==> src/rtl/memory_stage_pkg.sv <==
// memory_stage_pkg
//   Shared constants for the MEM stage: data word width, result-select
//   encodings, load/store FSM state codes, and the writeback result mux.
//   Imported by memory_stage_if, memory_stage_lsu_ctrl and memory_stage.
package memory_stage_pkg;

    localparam int WORD_SIZE = 32;

    // ResultSrc encodings; 2'b11 is reserved and treated as RES_ALU
    localparam logic [1:0] RES_ALU = 2'b00;
    localparam logic [1:0] RES_MEM = 2'b01;
    localparam logic [1:0] RES_PC4 = 2'b10;

    // Load/store FSM state codes
    localparam logic [0:0] ST_IDLE = 1'b0;
    localparam logic [0:0] ST_WAIT = 1'b1;

    // Writeback result select
    function automatic logic [WORD_SIZE-1:0] resultMux(
        input logic [1:0]           sel,
        input logic [WORD_SIZE-1:0] aluVal,
        input logic [WORD_SIZE-1:0] memVal,
        input logic [WORD_SIZE-1:0] pc4Val
    );
        case (sel)
            RES_MEM: return memVal;
            RES_PC4: return pc4Val;
            default: return aluVal;
        endcase
    endfunction

endpackage

==> src/rtl/memory_stage_if.sv <==
// memory_stage_if
//   Data-memory bus between the MEM stage (master) and the memory (slave).
//   dmem_req/dmem_we/dmem_addr/dmem_wdata : request side, driven by master
//   dmem_rdata/dmem_ready                 : response side, driven by slave
//   dmem_ready marks the cycle the access completes; it only counts while
//   dmem_req is high.
interface memory_stage_if;
    import memory_stage_pkg::*;

    logic                 dmem_req;
    logic                 dmem_we;
    logic [WORD_SIZE-1:0] dmem_addr;
    logic [WORD_SIZE-1:0] dmem_wdata;
    logic [WORD_SIZE-1:0] dmem_rdata;
    logic                 dmem_ready;

    modport master (
        output dmem_req, dmem_we, dmem_addr, dmem_wdata,
        input  dmem_rdata, dmem_ready
    );

    modport slave (
        input  dmem_req, dmem_we, dmem_addr, dmem_wdata,
        output dmem_rdata, dmem_ready
    );

endinterface

==> src/rtl/memory_stage_lsu_ctrl.sv <==
// memory_stage_lsu_ctrl
//   Load/store sequencer for the MEM stage: IDLE/WAIT FSM, wait-state
//   counter with timeout, bus request and stall/fault decode.
//   Ports:
//     clk, rst          clock, asynchronous active-high reset
//     memWrite          store in MEM
//     resultSrc         result select of the instruction in MEM (01 = load)
//     addrLow           low two address bits, for the alignment check
//     dmemReady         bus access completes this cycle
//     dmemReq           bus request (combinational, forced low by rst)
//     stall             hold upstream stages (combinational, forced low by rst)
//     complete          access finishes at this edge (W regs capture)
//     fault             access faults at this edge (misaligned or timed out)
module memory_stage_lsu_ctrl
    import memory_stage_pkg::*;
#(
    parameter int TIMEOUT_CYCLES = 16
) (
    input  logic       clk,
    input  logic       rst,
    input  logic       memWrite,
    input  logic [1:0] resultSrc,
    input  logic [1:0] addrLow,
    input  logic       dmemReady,
    output logic       dmemReq,
    output logic       stall,
    output logic       complete,
    output logic       fault
);

    localparam int CW = $clog2(TIMEOUT_CYCLES + 1);
    localparam logic [CW-1:0] TMO = CW'(TIMEOUT_CYCLES);

    logic [0:0]    stateReg, stateNext;
    logic [CW-1:0] cntReg, cntNext;
    logic          reqComb, stallComb;
    logic          acc, misaligned;

    assign acc        = memWrite | (resultSrc == RES_MEM);
    assign misaligned = (addrLow != 2'b00);

    always_comb begin
        reqComb   = 1'b0;
        stallComb = 1'b0;
        complete  = 1'b0;
        fault     = 1'b0;
        stateNext = stateReg;
        cntNext   = cntReg;
        if (stateReg == ST_WAIT) begin
            if (cntReg == TMO) begin
                // Give up: the request is withdrawn, so a late ready is ignored
                fault     = 1'b1;
                stateNext = ST_IDLE;
                cntNext   = '0;
            end else begin
                reqComb = 1'b1;
                if (dmemReady) begin
                    complete  = 1'b1;
                    stateNext = ST_IDLE;
                    cntNext   = '0;
                end else begin
                    stallComb = 1'b1;
                    cntNext   = cntReg + CW'(1);
                end
            end
        end else if (acc) begin
            if (misaligned) begin
                // Never reaches the bus; retire immediately as a fault
                fault = 1'b1;
            end else begin
                reqComb = 1'b1;
                if (dmemReady) begin
                    complete = 1'b1;
                end else begin
                    stallComb = 1'b1;
                    stateNext = ST_WAIT;
                    cntNext   = CW'(1);
                end
            end
        end
    end

    // Reset must silence the bus and release the pipeline without waiting for a clock
    assign dmemReq = reqComb & ~rst;
    assign stall   = stallComb & ~rst;

    always_ff @(posedge clk or posedge rst) begin
        if (rst) begin
            stateReg <= ST_IDLE;
            cntReg   <= '0;
        end else begin
            stateReg <= stateNext;
            cntReg   <= cntNext;
        end
    end

endmodule

==> src/rtl/memory_stage.sv <==
// memory_stage
//   Pipeline MEM stage: word loads/stores over the handshaked data bus,
//   StallM while an access is outstanding, MEM/WB register and ResultW mux.
//   Ports:
//     clk, rst                       clock, asynchronous active-high reset
//     ALUResultM..ResultSrcM         EX/MEM pipeline inputs
//     dmem                           data-memory bus (master side)
//     StallM                         hold PC/IF/ID/EX (combinational)
//     ALUResultW..FaultW             MEM/WB register outputs
//     ResultW                        writeback value, also fed to forwarding
module memory_stage
    import memory_stage_pkg::*;
#(
    parameter int                   TIMEOUT_CYCLES = 16,
    parameter logic [WORD_SIZE-1:0] FAULT_DATA     = 32'hDEADBEEF
) (
    input  logic                 clk,
    input  logic                 rst,
    input  logic [WORD_SIZE-1:0] ALUResultM,
    input  logic [WORD_SIZE-1:0] WriteDataM,
    input  logic [WORD_SIZE-1:0] PCPlus4M,
    input  logic [4:0]           RdM,
    input  logic                 RegWriteM,
    input  logic                 MemWriteM,
    input  logic [1:0]           ResultSrcM,
    memory_stage_if.master       dmem,
    output logic                 StallM,
    output logic [WORD_SIZE-1:0] ALUResultW,
    output logic [WORD_SIZE-1:0] ReadDataW,
    output logic [WORD_SIZE-1:0] PCPlus4W,
    output logic [4:0]           RdW,
    output logic                 RegWriteW,
    output logic [1:0]           ResultSrcW,
    output logic                 FaultW,
    output logic [WORD_SIZE-1:0] ResultW
);

    logic reqInt, lsuComplete, lsuFault;

    memory_stage_lsu_ctrl #(
        .TIMEOUT_CYCLES(TIMEOUT_CYCLES)
    ) u_lsu_ctrl (
        .clk       (clk),
        .rst       (rst),
        .memWrite  (MemWriteM),
        .resultSrc (ResultSrcM),
        .addrLow   (ALUResultM[1:0]),
        .dmemReady (dmem.dmem_ready),
        .dmemReq   (reqInt),
        .stall     (StallM),
        .complete  (lsuComplete),
        .fault     (lsuFault)
    );

    // Address and data come straight from the EX/MEM register; StallM keeps them stable
    assign dmem.dmem_req   = reqInt;
    assign dmem.dmem_we    = MemWriteM & reqInt;
    assign dmem.dmem_addr  = ALUResultM;
    assign dmem.dmem_wdata = WriteDataM;

    // MEM/WB register. Bubbles only need RegWriteW/RdW cleared; the other
    // fields are left as they were.
    always_ff @(posedge clk or posedge rst) begin
        if (rst) begin
            ALUResultW <= '0;
            ReadDataW  <= '0;
            PCPlus4W   <= '0;
            RdW        <= '0;
            RegWriteW  <= 1'b0;
            ResultSrcW <= '0;
            FaultW     <= 1'b0;
        end else if (StallM) begin
            RegWriteW <= 1'b0;
            RdW       <= '0;
            FaultW    <= 1'b0;
        end else if (lsuFault) begin
            RegWriteW <= 1'b0;
            RdW       <= '0;
            FaultW    <= 1'b1;
            ReadDataW <= FAULT_DATA;
        end else begin
            ALUResultW <= ALUResultM;
            PCPlus4W   <= PCPlus4M;
            RdW        <= RdM;
            RegWriteW  <= RegWriteM;
            ResultSrcW <= ResultSrcM;
            FaultW     <= 1'b0;
            // Stores and non-memory ops leave the last load data in place
            if (lsuComplete && !MemWriteM) begin
                ReadDataW <= dmem.dmem_rdata;
            end
        end
    end

    assign ResultW = resultMux(ResultSrcW, ALUResultW, ReadDataW, PCPlus4W);

endmodule

==> src/flat_wrapper.sv <==
// flat-port wrapper written by rule: the top's interface ports become plain ports
module memory_stage_flat import memory_stage_pkg::*;
#(
    parameter int                   TIMEOUT_CYCLES = 16,
    parameter logic [WORD_SIZE-1:0] FAULT_DATA     = 32'hDEADBEEF
)
  (clk, rst, ALUResultM, WriteDataM, PCPlus4M, RdM, RegWriteM, MemWriteM, ResultSrcM, StallM, ALUResultW, ReadDataW, PCPlus4W, RdW, RegWriteW, ResultSrcW, FaultW, ResultW, dmem_dmem_req, dmem_dmem_we, dmem_dmem_addr, dmem_dmem_wdata, dmem_dmem_rdata, dmem_dmem_ready);
  memory_stage_if dmem_i ();
  input  logic clk;
  input  logic rst;
  input  logic [WORD_SIZE-1:0] ALUResultM;
  input  logic [WORD_SIZE-1:0] WriteDataM;
  input  logic [WORD_SIZE-1:0] PCPlus4M;
  input  logic [4:0] RdM;
  input  logic RegWriteM;
  input  logic MemWriteM;
  input  logic [1:0] ResultSrcM;
  output logic StallM;
  output logic [WORD_SIZE-1:0] ALUResultW;
  output logic [WORD_SIZE-1:0] ReadDataW;
  output logic [WORD_SIZE-1:0] PCPlus4W;
  output logic [4:0] RdW;
  output logic RegWriteW;
  output logic [1:0] ResultSrcW;
  output logic FaultW;
  output logic [WORD_SIZE-1:0] ResultW;
  output wire logic [$bits(dmem_i.dmem_req)-1:0] dmem_dmem_req;
  output wire logic [$bits(dmem_i.dmem_we)-1:0] dmem_dmem_we;
  output wire logic [$bits(dmem_i.dmem_addr)-1:0] dmem_dmem_addr;
  output wire logic [$bits(dmem_i.dmem_wdata)-1:0] dmem_dmem_wdata;
  input wire logic [$bits(dmem_i.dmem_rdata)-1:0] dmem_dmem_rdata;
  input wire logic [$bits(dmem_i.dmem_ready)-1:0] dmem_dmem_ready;
  assign dmem_dmem_req = dmem_i.dmem_req;
  assign dmem_dmem_we = dmem_i.dmem_we;
  assign dmem_dmem_addr = dmem_i.dmem_addr;
  assign dmem_dmem_wdata = dmem_i.dmem_wdata;
  assign dmem_i.dmem_rdata = dmem_dmem_rdata;
  assign dmem_i.dmem_ready = dmem_dmem_ready;
  memory_stage #(.TIMEOUT_CYCLES(TIMEOUT_CYCLES), .FAULT_DATA(FAULT_DATA)) u_core (.clk(clk), .rst(rst), .ALUResultM(ALUResultM), .WriteDataM(WriteDataM), .PCPlus4M(PCPlus4M), .RdM(RdM), .RegWriteM(RegWriteM), .MemWriteM(MemWriteM), .ResultSrcM(ResultSrcM), .dmem(dmem_i), .StallM(StallM), .ALUResultW(ALUResultW), .ReadDataW(ReadDataW), .PCPlus4W(PCPlus4W), .RdW(RdW), .RegWriteW(RegWriteW), .ResultSrcW(ResultSrcW), .FaultW(FaultW), .ResultW(ResultW));
endmodule
==> config.mk <==
export PLATFORM = sky130hd
export DESIGN_NAME = memory_stage_flat
export DESIGN_NICKNAME = d
export VERILOG_FILES = /design/src/rtl/memory_stage_pkg.sv /design/src/rtl/memory_stage_if.sv /design/src/rtl/memory_stage_lsu_ctrl.sv /design/src/rtl/memory_stage.sv /design/src/flat_wrapper.sv
export SDC_FILE = /design/constraint.sdc
export NUM_CORES = 1
export LEC_CHECK = 0
export ABC_AREA = 1
export BUFFER_PORTS_ARGS = -buffer_cell sky130_fd_sc_hd__buf_2
export CAP_MARGIN = 0
export CORE_AREA = 4 4 133 135
export CTS_BUF_LIST = sky130_fd_sc_hd__clkbuf_16
export DETAILED_ROUTE_END_ITERATION = 8
export DIE_AREA = 0 0 137 139
export PLACE_DENSITY = 0.76
export SKIP_CTS_REPAIR_TIMING = 1
export SLEW_MARGIN = 20
export SYNTH_ARGS = -nofsm -noshare
export SYNTH_HDL_FRONTEND = slang
export SYNTH_HIERARCHICAL = 1
export SYNTH_SLANG_ARGS = --single-unit
export TNS_END_PERCENT = 10
==> constraint.sdc <==
create_clock -name clk -period 4.65 [get_ports clk]
set_input_delay 0.93 -clock clk [delete_from_list [all_inputs] [get_ports clk]]
set_output_delay 0.93 -clock clk [all_outputs]
set_load 0.01 [all_outputs]
Word level (Yosys, flattened, before mapping)
Cells that the tools add are included.

word-level totals
  register bits = 111
  latch bits = 0
  memory bits (writable) = 0
  ROM bits = 0
  bits of input ports = 140
  memories kept = 0

operators by class
  $add $sub $neg = 1
  $mul = 0
  div/mod/pow operators = 0
  $lt $le $gt $ge = 0
  equality and inequality tests = 6
  shift operators = 0
  mux-type cells = 33
  bitwise logic cells = 7
  reduce and logical (&&, ||, !) cells = 8

operators with widths
  operator                                                               number
  32-bit two-way mux                                                     2
  32-bit case mux with 2 select lines                                    1
  5-bit two-way mux                                                      8
  1-bit two-way mux                                                      22
  2-bit nonzero test                                                     3
  5-bit by 1-bit adder with 5-bit output, second input constant          1
  5-bit equality test, second input constant                             1
  2-bit by 1-bit equality test with 1-bit output, second input constant  2
  2-bit AND reduction                                                    2
  1-bit bitwise AND                                                      3
  1-bit inverter                                                         3
  3-bit AND reduction                                                    1
  2-bit equality test, second input constant                             1
  2-bit by 1-bit != test with 1-bit output, second input constant        1
  2-bit != test, second input constant                                   1
  1-bit logical AND                                                      1
  1-bit zero test                                                        1
  1-bit bitwise OR                                                       1

Longest topological paths before layout
Gate-level depths: netlist of run 1.

  depth after elaboration = 7
  mapped depth = 14

Cells and area by module
Netlist of run 1, hierarchy kept.

by module, submodules not included
  module                 times used  cells an instance  area an instance (sq um)
  memory_stage           1           681                5298.8
  memory_stage_lsu_ctrl  1           62                 444.2

Least setup slack after synthesis of run 1
No wires, ideal clock.

  path type = input to output
  from = input ALUResultM[0]
  to = output StallM
  arrival = 1.696 ns
  required time = 3.720 ns
  path slack = 2.024 ns
  stages = 5
  buffers on the path = 0
  cell sequence = inv_1 nand2_1 nor2_1 nand3_1 a21oi_1

on the way
  cells in the longest elaborated chain, start to end = 5

RTL lines
  element             line                         text
  from (decl)         flat_wrapper.sv:11           input logic [WORD_SIZE-1:0] ALUResultM;
  2-bit nonzero test  memory_stage_lsu_ctrl.sv:40  assign misaligned = (addrLow != 2'b00);
  1-bit two-way mux   memory_stage_lsu_ctrl.sv:67  if (misaligned) begin
  1-bit two-way mux   memory_stage_lsu_ctrl.sv:66  end else if (acc) begin
  1-bit two-way mux   memory_stage_lsu_ctrl.sv:49  if (stateReg == ST_WAIT) begin
  1-bit bitwise AND   memory_stage_lsu_ctrl.sv:85  assign stall = stallComb & ~rst;
  to (decl)           flat_wrapper.sv:18           output logic StallM;

No other way between the ends.

Worst setup path after layout of run 1
  from = register u_core.ResultSrcW[0]
  to = output ResultW[4]

on the way
  cells in the longest elaborated chain, start to end = 2
  elaborated cells on any way between the ends = 3
  classes of those cells = eq/ne (2); mux (1)

RTL lines
  element                                                                                       line                    text
  from (decl)                                                                                   memory_stage.sv:33      output logic [1:0] ResultSrcW,
  from (signal assigned)                                                                        memory_stage.sv:86      ResultSrcW <= ResultSrcM;
  2-bit equality test / 2-bit by 1-bit equality test with 1-bit output (equally long branches)  memory_stage_pkg.sv:25  case (sel)
  32-bit case mux with 2 select lines *                                                         memory_stage_pkg.sv:25
  to (decl)                                                                                     flat_wrapper.sv:26      output logic [WORD_SIZE-1:0] ResultW;

Mark *: on every way between the ends. The rest lies on a longest branch, timed or not.

==> summary.md, run 1 <==
| Metric | Value |
|---|---|
| Status | `complete, no violations` |
| Crit. End Element | `primary output` |
| CTS H-tree lvls | `3` |
| FF-to-FF setup slack | `1670 ps` |
| Hold WC Path Type | `reg2reg` |
| CP Launch Type | `flop` |
| Vias after detailed routing | `~5600` |
| Overall die height | `~140 um` |
| Crit-path max FO | `33` |
| Root buf cell | `clkbuf_16` |
| # IOs | `between 300 and 400` |
| Die Wd | `around 140 um` |
| Simple-Gate Fraction of Synth Area | `0.3109` |
| Worst slew margin | `0.2795` |
| Worst-Margin Slew | `1081 ps` |
| Worst-skew pair later-pin latency | `350 ps` |
| Starting Density | `0.3488` |
| Vias in the first global route | `~5300` |
| Initial drt markers | `just over 400` |
| Synth unique cells | `22` |
| Total GRT Usage | `0.2055` |
| Largest net degree at the start of global routing | `66` |
| First-pass DRT Iterations | `6` |
| Worst Path Required | `around 3700 ps` |
| Post-Synthesis Cell Area | `~0.0057 sq mm` |
| Synth Flop Type | `dfrtp_1` |
| Initial antenna violation count | `4` |
| Per-cell routed wire length | `17.28 um` |
| PwrDens | `between 400 and 500 mW/mm^2` |
| Crit path DAT | `roughly 2700 ps` |
| Sink Count | `about 110` |
| Period Utilization, post-route | `0.7836` |
| Worst R2R Start | `u_core/u_lsu_ctrl/cntReg[0]` |
| Seq cells post-synth | `111` |
| Synth area leaders | `dfrtp_1 (48%), nand2_1 (21%), buf_4 (9.3%), a21oi_1 (5.8%), nand3_1 (3.7%)` |
| # fillers | `approximately 1700` |
| Nets@finish | `roughly 1100` |
| Final ANT Viol Nets | `0` |
| Post-synthesis adder-cell area fraction | `0.008715` |
| Core footprint | `0.01647 sq mm` |
| Num CTS Buffers | `9` |
| Share of cells above drive strength 1 | `0.3591` |
| # port buffers | `between 200 and 300` |
| Post-synthesis compound-gate area fraction | `0.06078` |
| Max Cap Violations | `0` |
| Area of the multi-input gates | `~0.0022 sq mm` |
| Hold Crit Depth | `2` |
| Main combinational cell family by area after synthesis | `simple AND/OR/NAND/NOR gates` |
| Register area | `roughly 0.0028 sq mm` |
| Setup crit start | `u_core/ResultSrcW[0]` |
| Skew final | `about 8.8 ps` |
| WL final | `about 20000 um` |
| Critical Setup Path Class | `reg2out` |
| Top post-synthesis cells by count | `nand2_1 (315), dfrtp_1 (111), buf_4 (71)` |
| Cell row count | `47` |
| Mux contribution to synthesized area | `0` |
| Final Hold Viols | `0` |
| Vias/cell | `~4.8` |
| Post-Synthesis Cells | `743` |
| Minimum clock period | `3644 ps` |
| Reg-to-Reg End | `u_core/PCPlus4W[15]` |
| Most numerous cell in the Yosys netlist | `nand2_1` |
| Post-synth EDFFs | `0` |
| VDD IR max | `between 0.2 and 0.25 mV` |
| Final Non-Filler Cells | `1166` |
| CTS tree | `yes` |
| Total grt overflow | `0` |
| Yosys warnings | `6` |
| Mean Syn Cell Area | `7.729 sq um` |
| Placed insts | `roughly 1200` |
| HPWL after DPL | `between 10000 and 15000 um` |
| Worst Reg-to-Reg Cells | `14` |
| Reg clk slew, reported paths | `approximately 70 ps` |
| First-pass GRT wire length | `30160 um` |
| Top cell type's share of synthesized area | `0.4837` |
| Leak Pwr | `roughly 4.1 nW` |
| Critical Path End | `ResultW[4]` |
| Max Clock Freq | `between 200 and 300 MHz` |
| Unrepaired setup endpoints after global routing | `false` |
| Die area | `0.01904 sq mm` |
| Gpl congestion | `around 0.89` |
| Post-synthesis sequential area ratio | `0.4837` |
| CTS max path bufs | `2` |
| Total Power | `0.003059 W` |
| # DRC | `0` |
| Synth area leader | `dfrtp_1` |
| TNS Setup | `0 ps` |
| Async SR Flop Fraction | `1.000` |
| Fin. max-slew vios | `0` |
| Area Growth Syn to Fin | `23.92%` |
| Xor and xnor area share after synthesis | `0.003050` |
| Net Count, Synth | `887` |
| Final setup vio count | `0` |
[per-stage QoR]
stage | hold slack, ps | cell area (sq um) | util | setup slack [ps]
6_report | 495.1 | 7117 | 0.4322 | 1006
5_1_grt | 527.0 | 7117 | 0.4322 | 877.8
2_1_floorplan | 489.6 | 5743 | - | 959.5
4_1_cts | 497.8 | 7112 | 0.4319 | 981.4
3_3_place_gp | 475.5 | 6812 | 0.4137 | 1244
3_5_place_dp | 478.9 | 6812 | 0.4137 | 1141
[layout make-up]
class	count	area share
multi-input combinational	509	0.3105
clock inverter	5	0.01055
tap	220	0.03868
inverter	22	0.01195
sequential	111	0.3903
antenna	2	0.0007032
clock buffer	9	0.03165
timing repair buffer	288	0.2057
[flip-flops by register name, summed over array words and instances (netlist names)]
| name | cells |
|---|---|
| u_core/u_lsu_ctrl/cntReg | 5 |
| u_core/RegWriteW | 1 |
| u_core/u_lsu_ctrl/stateReg | 1 |
| u_core/PCPlus4W | 32 |
| u_core/ReadDataW | 32 |
| u_core/ResultSrcW | 2 |
| u_core/RdW | 5 |
| u_core/FaultW | 1 |
| u_core/ALUResultW | 32 |
[worst min-delay path by stage]
stage / startpoint / to / slack [ps]
2_1_floorplan: u_core/u_lsu_ctrl/cntReg[4] / u_core/u_lsu_ctrl/cntReg[4] / 490
3_3_place_gp: u_core/ALUResultW[3] / u_core/ALUResultW[3] / 480
3_5_place_dp: u_core/ALUResultW[3] / u_core/ALUResultW[3] / 480
4_1_cts: u_core/ALUResultW[3] / u_core/ALUResultW[3] / 500
5_1_grt: u_core/PCPlus4W[21] / u_core/PCPlus4W[21] / 530
6_report: u_core/ALUResultW[3] / u_core/ALUResultW[3] / 500
[power breakdown]
part | internal [W] | switching, W | leakage [nW]
Clock | 0.000463 | 0.000352 | 0.142
Sequential | 0.00110 | 0.000124 | 1.31
Combinational | 0.000380 | 0.000640 | 2.61
[per-layer routing]
layer | track usage | up-vias | wire length (um)
li1 | - | 2647 | -
met1 | 0.2715 | 2666 | 8367
met2 | 0.3284 | 290 | 9402
met3 | 0.04136 | 42 | 1715
met4 | 0.08351 | 4 | 634
met5 | 0 | - | 34
[critical path, cell delays in order, from the launching register on]
cell and delay (ps):
dfrtp_1 380, inv_1 70, ha_1 280, buf_4 270, inv_1 520, buf_4 390, nor2_1 70, a21oi_1 180
buf_2 170
[kinds of logic (layout without fill, tap and decap cells)]
| family | Yosys count | after routing |
|---|---|---|
| adders and majority gates | 4 | 4 |
| and+or+nand+nor | 434 | 434 |
| AOI/OAI and AO/OA | 69 | 69 |
| buffers and inverters | 123 | 324 |
| xor gates and xnor gates | 2 | 2 |
| DFF | 111 | 111 |
| other | 0 | 2 |
[cells in the final DEF, fill, tap and decap left out]
| master | n |
|---|---|
| a21oi_1 | 66 |
| a21oi_2 | 1 |
| buf_2 | 279 |
| buf_4 | 9 |
| bufinv_16 | 2 |
| clkbuf_16 | 9 |
| clkinv_1 | 2 |
| clkinvlp_4 | 1 |
| dfrtp_1 | 111 |
| diode_2 | 2 |
| ha_1 | 3 |
| ha_2 | 1 |
| inv_1 | 17 |
| inv_2 | 4 |
| inv_4 | 1 |
| nand2_1 | 315 |
| nand2_2 | 3 |
| nand3_1 | 41 |
| nand3_2 | 3 |
| nand3_4 | 1 |
| nand4_1 | 3 |
| nor2_1 | 43 |
| nor2_2 | 1 |
| o21ai_0 | 2 |
| or2_2 | 24 |
| xnor2_1 | 1 |
| xor2_1 | 1 |
Note: power is estimated with default switching activity, not from simulation.
==> run 2: changes to the inputs <==
clock period = 3.6 ns   (was 4.65 ns; I/O delays follow)
==> summary.md, run 2 (same netlist as run 1, synthesis figures left out) <==
| Metric | Value |
|---|---|
| Status | `complete, no violations` |
| Overall die height | `139 um` |
| WL final | `around 20000 um` |
| Vias after detailed routing | `between 5000 and 6000` |
| Critical Setup Path Class | `reg2out` |
| # IOs | `about 340` |
| Gpl congestion | `between 0.8 and 0.9` |
| Vias in the first global route | `approximately 5400` |
| Initial antenna violation count | `5` |
| # fillers | `about 1700` |
| Die area | `0.01904 sq mm` |
| Largest net degree at the start of global routing | `between 60 and 70` |
| Final Hold Viols | `0` |
| Starting Density | `0.3488` |
| # port buffers | `about 280` |
| Cell row count | `47` |
| Root buf cell | `clkbuf_16` |
| TNS Setup | `0 ps` |
| CTS H-tree lvls | `3` |
| Met2 WL post-DR | `between 9000 and 10000 um` |
| Most frequent cells in the layout | `nand2_1 (315), buf_2 (279), dfrtp_1 (111)` |
| Crit. End Element | `primary output` |
| Leak Pwr | `4.066 nW` |
| Nets@finish | `1085` |
| Final ANT Viol Nets | `0` |
| Skew final | `approximately 6 ps` |
| Crit path DAT | `~2200 ps` |
| CTS tree | `yes` |
| First-pass GRT wire length | `~30000 um` |
| # DRC | `0` |
| Max layer used | `met5` |
| Core footprint | `0.01647 sq mm` |
| Per-cell routed wire length | `about 17 um` |
| Num CTS Buffers | `9` |
| Sink Count | `111` |
| Worst-Margin Slew | `between 900 and 1000 ps` |
| Share of cells above drive strength 1 | `0.3626` |
| Worst-skew pair later-pin latency | `about 350 ps` |
| Max Cap Violations | `0` |
| Reg-to-Reg End | `u_core/ReadDataW[4]` |
| Most common cell after layout, fill and taps aside | `nand2_1` |
| Unrepaired setup endpoints after global routing | `false` |
| Final setup vio count | `0` |
| Vias/cell | `around 4.8` |
| Initial drt markers | `between 300 and 400` |
| Max Clock Freq | `343.0 MHz` |
| PwrDens | `about 540 mW/mm^2` |
| Area Growth Syn to Fin | `24.36%` |
| Reg clk slew, reported paths | `about 80 ps` |
| Period Utilization, post-route | `0.8099` |
| Worst hold slack | `about 330 ps` |
| Top Registers | `u_core/ALUResultW x32, u_core/PCPlus4W x32, u_core/ReadDataW x32` |
| WL met3 | `between 1000 and 1500 um` |
| Worst Path Required | `around 2900 ps` |
| Worst slew margin | `0.3730` |
| VDD IR max | `around 0.23 mV` |
| FF-to-FF setup slack | `approximately 840 ps` |
| Met1 WL | `about 8500 um` |
| Minimum clock period | `a little under 3000 ps` |
| CTS max path bufs | `2` |
| Worst Reg-to-Reg Cells | `14` |
| Total grt overflow | `0` |
| Die Wd | `approximately 140 um` |
| Hold WC Path Type | `in2async` |
| First-pass DRT Iterations | `5` |
| Fin. max-slew vios | `0` |
| HPWL after DPL | `about 14000 um` |
| Worst R2R Start | `u_core/u_lsu_ctrl/cntReg[0]` |
| Total GRT Usage | `0.2026` |
| CP Launch Type | `flop` |
| Crit-path max FO | `32` |
-- run 2: cell types whose count changed in the layout (fill, tap and decap cells not counted), sizes merged --
cell,previous run,this run
diode,2,4
clkinvlp,1,2
inv,22,24
bufinv,2,0
clkinv,2,3
-- run 2: through the flow --
step                      utilization  instances  cell area (sq um)  total power (W)  worst slack (ps)
after global placement         0.4160       1150               6849         0.002913             701.8
after global routing           0.4336       1169               7139         0.004133             563.5
after floorplan                     -        743               5743         0.002382             119.5
after CTS                      0.4331       1166               7132         0.003921             697.7
after detailed placement       0.4160       1150               6849         0.002936             659.6
final                          0.4337       1170               7142         0.003887             684.5
-- run 2: power breakdown --
part / internal (W) / total, W / switching (W)
Sequential: 0.00142 / 0.00159 / 0.000167
Combinational: 0.000507 / 0.00133 / 0.000820
Clock: 0.000479 / 0.000973 / 0.000493
-- run 2: worst max-delay path by stage --
stage	startpoint	end	slack, ps	cells after the start
3_5_place_dp	ALUResultM[0]	u_core/ReadDataW[25]	660	12
3_3_place_gp	ResultSrcM[1]	u_core/ReadDataW[20]	700	12
5_1_grt	u_core/u_lsu_ctrl/cntReg[0]	u_core/ReadDataW[22]	560	14
4_1_cts	u_core/ResultSrcW[1]	ResultW[4]	700	5
6_report	u_core/ResultSrcW[1]	ResultW[4]	680	5
2_1_floorplan	rst	u_core/ALUResultW[0]	120	1
-- run 2: cell type report --
type | count | area (sq um) | share of cell area
diodes | 4 | 10.01 | 0.001402
clock buffers | 9 | 225.2 | 0.03153
clock inverters | 7 | 57.56 | 0.008059
inverters | 22 | 85.08 | 0.01191
multi-input cells | 509 | 2210 | 0.3094
flip-flops and latches | 111 | 2778 | 0.3889
well taps | 220 | 275.3 | 0.03854
repair buffers | 288 | 1501 | 0.2102
-- run 2: metal layers --
metal	track usage	up-vias
met5	0	-
met4	0.08141	4
met3	0.04173	41
met2	0.3261	257
met1	0.2654	2621
li1	-	2656
-- run 2: critical path, stage by stage (launching register included) --
cell and delay [ps]:
dfrtp_1 410, inv_1 80, ha_2 780, nand2_1 160, a21oi_1 240, buf_2 170
